--- src/rtl/multicycle_control_unit.sv ---
// Multi-cycle main control unit: accepts one instruction over a valid/ready
// handshake, then walks it through DECODE, EXEC (EXEC_CYCLES long, stallable)
// and WB. It drives registered control signals to the multi-cycle datapath.
module multicycle_control_unit #(
  parameter int INSTR_W     = 32,
  parameter int ALUOP_W     = 4,
  parameter int EXEC_CYCLES = 1
) (
  input  logic               clk,
  input  logic               reset,
  input  logic               instr_valid,
  output logic               instr_ready,
  input  logic [INSTR_W-1:0] Instruction_Code,
  input  logic               stall,
  output logic               RegWrite,
  output logic               Imm_Sel,
  output logic               ALU_Src,
  output logic [ALUOP_W-1:0] ALU_op,
  output logic               done,
  output logic               illegal
);

  typedef enum logic [1:0] {
    IDLE   = 2'd0,
    DECODE = 2'd1,
    EXEC   = 2'd2,
    WB     = 2'd3
  } state_t;

  localparam logic [3:0] LAST_CNT = 4'(EXEC_CYCLES - 1);

  state_t             state;
  state_t             state_next;
  logic [INSTR_W-1:0] instr_q;
  logic [3:0]         exec_cnt;
  logic               exec_last;
  logic [3:0]         dec_op;
  logic               dec_ill;
  logic               unused_instr;

  // Only bit 26 and the funct field are decoded; fold the rest into a sink.
  assign unused_instr = ^instr_q;

  assign instr_ready = (state == IDLE);
  assign exec_last   = (exec_cnt == LAST_CNT);

  // Next-state selection for the IDLE/DECODE/EXEC/WB sequence.
  always_comb begin
    state_next = state;
    case (state)
      IDLE:    if (instr_valid) state_next = DECODE;
      DECODE:  state_next = EXEC;
      EXEC:    if (!stall && exec_last) state_next = WB;
      WB:      state_next = IDLE;
      default: state_next = IDLE;
    endcase
  end

  // ALU operation decode of the captured instruction.
  always_comb begin
    dec_op  = 4'b1111;
    dec_ill = 1'b1;
    if (instr_q[26]) begin
      dec_op  = 4'b0010;
      dec_ill = 1'b0;
    end else begin
      case (instr_q[5:0])
        6'h20:   begin dec_op = 4'b0010; dec_ill = 1'b0; end
        6'h22:   begin dec_op = 4'b0110; dec_ill = 1'b0; end
        6'h24:   begin dec_op = 4'b0000; dec_ill = 1'b0; end
        6'h25:   begin dec_op = 4'b0001; dec_ill = 1'b0; end
        6'h2A:   begin dec_op = 4'b0111; dec_ill = 1'b0; end
        default: begin dec_op = 4'b1111; dec_ill = 1'b1; end
      endcase
    end
  end

  // State register.
  always_ff @(posedge clk or negedge reset) begin
    if (!reset) state <= IDLE;
    else        state <= state_next;
  end

  // Capture the instruction on the accepting handshake edge.
  always_ff @(posedge clk or negedge reset) begin
    if (!reset)                           instr_q <= '0;
    else if (state == IDLE && instr_valid) instr_q <= Instruction_Code;
  end

  // EXEC cycle counter: zero outside EXEC, advances on unstalled EXEC cycles.
  always_ff @(posedge clk or negedge reset) begin
    if (!reset)              exec_cnt <= '0;
    else if (state != EXEC)  exec_cnt <= '0;
    else if (!stall)         exec_cnt <= exec_cnt + 4'd1;
  end

  // Control registers load on the DECODE -> EXEC edge and hold until the next one.
  always_ff @(posedge clk or negedge reset) begin
    if (!reset) begin
      Imm_Sel <= 1'b0;
      ALU_Src <= 1'b0;
      ALU_op  <= '0;
      illegal <= 1'b0;
    end else if (state == DECODE) begin
      Imm_Sel <= ~instr_q[26];
      ALU_Src <= (instr_q[5] ~^ instr_q[4]) | instr_q[26];
      ALU_op  <= ALUOP_W'(dec_op);
      illegal <= dec_ill;
    end
  end

  // Write-back pulses, registered so they are high exactly during WB.
  always_ff @(posedge clk or negedge reset) begin
    if (!reset) begin
      done     <= 1'b0;
      RegWrite <= 1'b0;
    end else begin
      done     <= (state_next == WB);
      RegWrite <= (state_next == WB) & ~illegal;
    end
  end

endmodule

--- config.mk ---
export PLATFORM = sky130hd
export DESIGN_NAME = multicycle_control_unit
export DESIGN_NICKNAME = d
export VERILOG_FILES = /design/src/rtl/multicycle_control_unit.sv
export SDC_FILE = /design/constraint.sdc
export NUM_CORES = 1
export LEC_CHECK = 0
export CAP_MARGIN = 0
export CORE_MARGIN = 2
export CORE_UTILIZATION = 40
export DETAILED_ROUTE_END_ITERATION = 12
export PLACE_DENSITY = 0.89
export SYNTH_ARGS = -nofsm -noshare
export SYNTH_HDL_FRONTEND = slang
export SYNTH_SLANG_ARGS = --single-unit
export TNS_END_PERCENT = 30
--- constraint.sdc ---
create_clock -name clk -period 2.2 [get_ports clk]
set_input_delay 0.22 -clock clk [delete_from_list [all_inputs] [get_ports clk]]
set_output_delay 0.22 -clock clk [all_outputs]
set_load 0.01 [all_outputs]
; ---- Word level (Yosys, flattened, before mapping)
; Cells that the tools add are included.
[totals]
reg_bits = 42
latch_bits = 0
ram_bits = 0
rom_bits = 0
in_bits = 36
out_inout_bits = 10
word_cells = 41
memories = 0
[op_classes]
addsub = 1
n_mul = 0
div_mod_pow = 0
magnitude_cmp = 0
n_eq_ne = 11
shift = 0
n_mux = 9
n_bitwise = 5
reduce_logical = 6
[ops]
columns = op, count
row1 = 6-bit == test (second input constant), 5
row2 = 4-bit one-hot mux with 5 select lines, 1
row3 = 4-bit 2-to-1 mux, 3
row4 = 2-bit one-hot mux with 4 select lines, 1
row5 = 2-bit == test (second input constant), 3
row6 = 5-bit OR reduction, 1
row7 = 4-bit by 1-bit adder with 4-bit output (second input constant), 1
row8 = 4-bit zero test, 1
row9 = 2-bit 2-to-1 mux, 2
row10 = 2-bit by 1-bit == test with 1-bit output (second input constant), 1
row11 = 1-bit logical AND, 2
row12 = 2-bit zero test, 1
row13 = 1-bit 2-to-1 mux, 2
row14 = 2-bit by 1-bit inequality test with 1-bit output (second input constant), 1
row15 = 2-bit inequality test (second input constant), 1
row16 = 1-bit inverter, 2
row17 = 1-bit bitwise AND, 1
row18 = 1-bit zero test, 1
row19 = 1-bit bitwise OR, 1
row20 = 1-bit bitwise XNOR, 1

; ---- Depth between registers and ports, before layout
; Gate-level depths: netlist of the first run.
[logic_depth]
ltp_word = 6
mapped_depth = 5

; ---- Worst setup path after synthesis of the first run
; No wires, ideal clock.
[synth_timing]
path_kind = register to register
start = register state[0]
end = register instr_q[0]
setup_time_ps = 125
arrival_ps = 1212
required_ps = 2075
setup_slack_ps = 863
path_stages_with_launch = 5
path_buffers = 0
cell_sequence = dfrtp_1 > inv_1 > ha_1 > nand2_2 > mux2_2
[synth_via]
elab_chain_len = 2
[synth_rtl]
columns = element, line
row1 = "start, declared", 32  ; state_t state;
row2 = "start signal, assigned", 81  ; else state <= state_next;
row3 = 2-bit zero test, --
row4 = net instr_ready, 12  ; output logic instr_ready,
row5 = 1-bit logical AND, 87  ; else if (state == IDLE && instr_valid) instr_q <= Instruction_Code;
row6 = "end signal, assigned", 87
row7 = "end, declared", 34  ; logic [INSTR_W-1:0] instr_q;
; The timed path passes the listed nets, and every way through them passes these cells.
; A chain may end at the register's enable or synchronous reset.

; ---- Worst setup path in the final report of the first run
[layout_timing]
start = register state[0]
end = output instr_ready
[layout_via]
elab_chain_len = 1
[layout_rtl]
columns = element, line
row1 = 2-bit zero test, 44  ; assign instr_ready = (state == IDLE);
row2 = "end, declared", 12
; No other way between the ends.

==> reports/metrics.cfg, run 1 <==
[outcome]
status=finished clean

[synthesis]
synth_cells=84
syn-num-nets=126
yosysWarnings=0
yosysUniqueCellTypes=24
ys_seq_area_frac=0.5486
ys_seq_elements=22
synth.avg_cell_area_um2=11.95
syn-cell-area_um2=1003

[clocking]
cts_buffers=3
clk_latency_ns=0.32
htreeDepth=1
ctsResizeCount=0
clockBufferDepth=2
hold_buffers=0
cts_tree=yes
clock-root-buffer=clkbuf_4
clkSlewWorstSetupHoldPaths_ns=0.12
cts.sinks=22
cts_setup_buffers=0

[power_and_ir_drop]
pwr_density_cell_nw_per_um2=1247
peakVddDrop_uv=768.2
leakage_nw=0.5649

[setup_path]
cp-start-kind=flop
critPathTopFamily=buffers and inverters
reg2reg_from=state[0]$_DFF_PN0_
cp.arrival_ns=1.67
max_stage_delay_ns=0.57
required_ns=1.98
endpoint_kind=output pin
cp.buffers_inverters=2
crit_type=reg -> out
crit_slowest_cell=clkdlybuf4s50_1
crit_start=state[0]$_DFF_PN0_
critPathMaxFanout=5
crit_chain=inv_1 -> ha_1 -> clkdlybuf4s50_1

[timing]
setup_viol=0
final_max_slew_viol_count=0
fin_tns_setup_ns=0
max-slew-margin-rel=0.7674
worstMarginPinSlew_ns=0.3489
rsz0062_at_grt=false
layout_setup_ws_ns=0.3073
fmax_mhz=528.3
fin_crit_sh=0.8603
clock_skew_ns=0.006559
hold_viol=0
fin_crit_ns=1.893

[die]
top_level_ports=46
num_rows=18
core_area_um2=2432
floorplan.initialDensity=0.4126
die_h_um=54.09
die_w_um=54.09
die_area_um2=2925

[drt]
via_count=669
vias_per_cell=4.848
drc=0
wl_per_cell_um=12.18
postRouteAntennaNets=0
drtIter0Drc=6
drt_first_pass_iters=3
totalWireLength_mm=1.681

[finish]
fin_nets=151
drive_above_1_share=0.1667
syn_to_final_growth_pct=27.56
stdcell_count=138
final_util=0.5262
antenna_cells=0

[flow_run]
maxCapViolCount=0

[place]
place.port_buffers=20
place.gp.congestion=0.6786
post-dp-hpwl_mm=1.278
place_inst=134
pre_cts_slack_ns=0.6744

[grt]
grt_pass1_vias=607
grt_max_degree=23
antenna_found_initial=0
grt_pass1_wl_mm=2.622
grt_overflow=0
gr-usage-all-layers=0.1332

[worst_hold_path]
hold_class=in -> async

[final cells by class]
type,count,area (um2)
fillers,235,1152
flip-flops and latches,22,550.5
well taps,30,37.54
inverters,11,41.29
repair buffers,21,207.7
multi-input cells,50,406.6
clock buffers,4,36.28
[through the flow]
stage	hold WS [ns]	total power, W	instance area [um2]
after floorplan	-0.07559	0.001112	1003
after global placement	0.4591	0.001350	1244
after detailed placement	0.4605	0.001392	1244
after CTS	0.2438	0.001621	1280
after global routing	0.2634	0.001728	1280
final	0.2373	0.001596	1280
[logic make-up (layout without fill, tap and decap cells)]
group | after synthesis | in the layout | share of synthesized area
and+or+nand+nor | 19 | 19 | 0.1197
DFF | 22 | 22 | 0.5486
AOI/OAI and AO/OA | 14 | 14 | 0.09601
xor gates and xnor gates | 3 | 3 | 0.02619
muxes | 8 | 8 | 0.08853
adders and majority gates | 6 | 6 | 0.07481
buffers and inverters | 12 | 36 | 0.04613
[placed cells by master, fill, tap and decap left out, types with 2 or more instances in the layout]
| cell type | instances |
|---|---|
| a21oi_1 | 4 |
| and2_1 | 3 |
| clkbuf_4 | 3 |
| clkdlybuf4s50_1 | 20 |
| dfrtp_1 | 22 |
| ha_1 | 6 |
| inv_1 | 11 |
| mux2_2 | 7 |
| nor2_1 | 5 |
| nor2b_1 | 3 |
| o21ai_0 | 5 |
| o22ai_1 | 2 |
| xnor2_1 | 3 |
[registers in the layout (all words and copies together), names as in the netlist]
register,flops
illegal,1
instr_q,7
exec_cnt,4
state,2
Imm_Sel,1
done,1
RegWrite,1
ALU_Src,1
ALU_op,4
[path summary, 6_finish.rpt]
check,slack [ns],cells past startpoint,to
worst max-delay path,0.31,3,instr_ready
worst min-delay path,0.24,2,exec_cnt[2]$_DFFE_PN0P_
worst max register to register,0.76,4,instr_q[2]$_DFFE_PN0P_
worst min register to register,0.48,1,RegWrite$_DFF_PN0_
max in group asynchronous,1.74,2,ALU_Src$_DFFE_PN0N_
min in group clk,0.48,1,RegWrite$_DFF_PN0_
[synthesized netlist by cell type]
master | instances | area, um2
dfrtp_1 | 22 | 550.5
inv_1 | 11 | 41.29
mux2_2 | 7 | 78.83
ha_1 | 6 | 75.07
nor2_1 | 5 | 18.77
o21ai_0 | 5 | 25.02
a21oi_1 | 4 | 20.02
and2_1 | 3 | 18.77
nor2b_1 | 3 | 18.77
xnor2_1 | 3 | 26.28
o22ai_1 | 2 | 12.51
a211oi_2 | 1 | 12.51
a21bo_2 | 1 | 10.01
buf_2 | 1 | 5.000
mux2i_1 | 1 | 10.01
nand2_1 | 1 | 3.750
nand2_2 | 1 | 6.260
nand2b_1 | 1 | 6.260
nand4b_1 | 1 | 8.760
nor3_1 | 1 | 5.000
nor3b_2 | 1 | 12.51
nor4_2 | 1 | 12.51
o311ai_2 | 1 | 16.27
or3b_1 | 1 | 8.760
[worst register-to-register path: cells and delay by family, from the launching register on]
family | cells | cell delay [ns]
buf+inv | 1 | 0.07
fa+ha+maj | 1 | 0.27
flops | 1 | 0.41
mux | 1 | 0.36
simple gates | 1 | 0.22
[where the power goes]
group	total (W)	internal [W]	leakage [nW]	switching [W]
clock network	0.000228	0.000101	0.0210	0.000127
logic	0.000681	0.000369	0.275	0.000312
registers	0.000687	0.000569	0.269	0.000118
total	0.00160	0.00104	0.565	0.000557
[per-layer routing]
layer  track usage  wire [um]  vias to the layer above
met2        0.2317        861                       19
met5             0          0                        -
met1        0.1364        677                      320
met3       0.05000        117                        2
met4       0.07500         24                        0
li1              -          -                      328
(Power assumes the default switching activity.)
==> run 2: changes to the inputs <==
- CELL_PAD_IN_SITES_DETAIL_PLACEMENT: not set -> 1
- CELL_PAD_IN_SITES_GLOBAL_PLACEMENT: not set -> 1
- CORE_UTILIZATION: 40 -> 33
- PLACE_DENSITY: 0.89 -> 0.95
- SETUP_SLACK_MARGIN: not set -> 0.2
==> reports/metrics.cfg, run 2 (synthesis gave the netlist of run 1 again) <==
[drt]
vias_per_cell=4.950  ; +2.1%
postRouteAntennaNets=0  ; unchanged
wl_per_cell_um=12.93  ; +6.1%
drt_first_pass_iters=2  ; -1
drc=0  ; unchanged
via_count=693  ; +3.6%
drtIter0Drc=9  ; +3
totalWireLength_mm=1.810  ; +7.7%

[outcome]
status=finished clean

[power_and_ir_drop]
leakage_nw=0.5562  ; -1.5%
pwr_density_cell_nw_per_um2=1231  ; -1.3%
peakVddDrop_uv=459.3  ; -40%
power.total_w=0.001566  ; -1.9%

[setup_path]
r2r-end=ALU_op[1]$_DFFE_PN0N_
r2r_slack_ns=0.81  ; +0.05 ns
cp.arrival_ns=1.60  ; -0.07 ns
ff2ff_path_depth=5  ; +1
reg2reg_from=instr_q[4]$_DFFE_PN0P_
critPathMaxFanout=5  ; unchanged
required_ns=1.98  ; about the same
cp-endpoint=instr_ready
crit_type=reg -> out
endpoint_kind=output pin
crit_start=state[0]$_DFF_PN0_
cp-start-kind=flop

[clocking]
clkSlewWorstSetupHoldPaths_ns=0.11  ; about the same
cts_setup_buffers=0  ; unchanged
clockBufferDepth=2  ; unchanged
clk_latency_ns=0.30  ; -0.02 ns
cts.sinks=22  ; unchanged
cts_buffers=3  ; unchanged
clock-root-buffer=clkbuf_4
hold_buffers=0  ; unchanged
cts_tree=yes
htreeDepth=1  ; unchanged

[die]
top_level_ports=46  ; unchanged
num_rows=20  ; +2
die_area_um2=3498  ; +20%
floorplan.initialDensity=0.3370  ; -0.07558
die_h_um=59.15  ; +9.4%
die_w_um=59.15  ; +9.4%
core_area_um2=2978  ; +22%

[timing]
max-slew-margin-rel=0.7664  ; -0.001004
fin_crit_ns=1.824  ; -0.06850 ns
fmax_mhz=548.2  ; +3.8%
final_max_slew_viol_count=0  ; unchanged
worstMarginPinSlew_ns=0.3504  ; +0.001506 ns
fin_hold_ws_ns=0.2622  ; +0.02485 ns
clock_skew_ns=0.002184  ; -0.004375 ns
rsz0062_at_grt=false
fin_tns_setup_ns=0  ; unchanged
fin_crit_sh=0.8292  ; -0.03114
hold_viol=0  ; unchanged
setup_viol=0  ; unchanged

[grt]
grt_max_degree=23  ; unchanged
grt_pass1_wl_mm=3.049  ; +16%
grt_pass1_vias=709  ; +17%
grt_overflow=0  ; unchanged
gr-usage-all-layers=0.1199  ; -0.01323
antenna_found_initial=0  ; unchanged

[place]
post-dp-hpwl_mm=1.406  ; +10%
place.port_buffers=20  ; unchanged
place.gp.congestion=0.6909  ; +1.8%

[finish]
antenna_cells=0  ; unchanged
top_register=instr_q
largest_register_ffs=7  ; unchanged
top_regs=instr_q: 7 flops, ALU_op: 4 flops, exec_cnt: 4 flops
final_cell_mix=22 x dfrtp_1, 20 x clkdlybuf4s50_1, 11 x inv_1, 7 x mux2_2
fin_nets=151  ; unchanged
drive_above_1_share=0.1682  ; +0.001558
layout_commonest_cell=dfrtp_1
syn_to_final_growth_pct=26.81

[flow_run]
maxCapViolCount=0  ; unchanged

[worst_hold_path]
hold_class=in -> async

run 2: cell count changes in the layout (fill, tap and decap cells not counted):
cell,change
ha_2,+1
ha_1,-1
clkbuf_8,-1
run 2: worst min path at each step:
stage / cells past startpoint / endpoint / start
2_1_floorplan: 0 / ALU_Src$_DFFE_PN0N_ / reset
3_3_place_gp: 1 / RegWrite$_DFF_PN0_ / illegal$_DFFE_PN0N_
3_5_place_dp: 1 / instr_q[5]$_DFFE_PN0P_ / instr_q[5]$_DFFE_PN0P_
4_1_cts: 2 / exec_cnt[2]$_DFFE_PN0P_ / reset
5_1_grt: 2 / exec_cnt[2]$_DFFE_PN0P_ / reset
6_report: 2 / exec_cnt[3]$_DFFE_PN0P_ / reset
run 2: metal layers:
layer / GRT usage / wire length (um) / vias to the layer above / part of all wire
met1: 0.1255 / 732 / 348 / 0.40
met5: 0 / 0 / - / 0
met4: 0.06818 / 45 / 0 / 0.025
li1: - / - / 326 / -
met3: 0.01965 / 57 / 5 / 0.031
met2: 0.2238 / 974 / 14 / 0.54
run 2: metrics by stage:
step	instances	setup slack [ns]	utilization	area [um2]
after floorplan	84	0.8632	-	1003
after global placement	137	0.6848	0.4189	1247
after detailed placement	137	0.6548	0.4189	1247
after CTS	140	0.2945	0.4265	1270
after global routing	140	0.2602	0.4273	1272
final	140	0.3758	0.4273	1272
run 2: area by class of cell:
class,instances,area [um2]
Tap cell,33,41.29
Inverter,11,41.29
Timing Repair Buffer,21,207.7
Fill cell,333,1705
Multi-Input combinational cell,50,409.1
Clock buffer,3,22.52
Sequential cell,22,550.5
run 2: worst max-delay path, stage by stage (launching register included):
cell	delay, ns
dfrtp_1	0.41
inv_1	0.10
ha_2	0.24
clkdlybuf4s50_1	0.55
run 2: where the power goes:
part           internal [W]  switching [W]  leakage (nW)
logic              0.000376       0.000323         0.274
registers          0.000570       0.000123         0.269
clock network     0.0000639       0.000110        0.0138
run 2: repair_timing:
item / in CTS / in global routing
setup endpoints to repair: 0 / 1
gates resized for setup: 0 / 1
endpoints found under the hold margin: 0 / 0
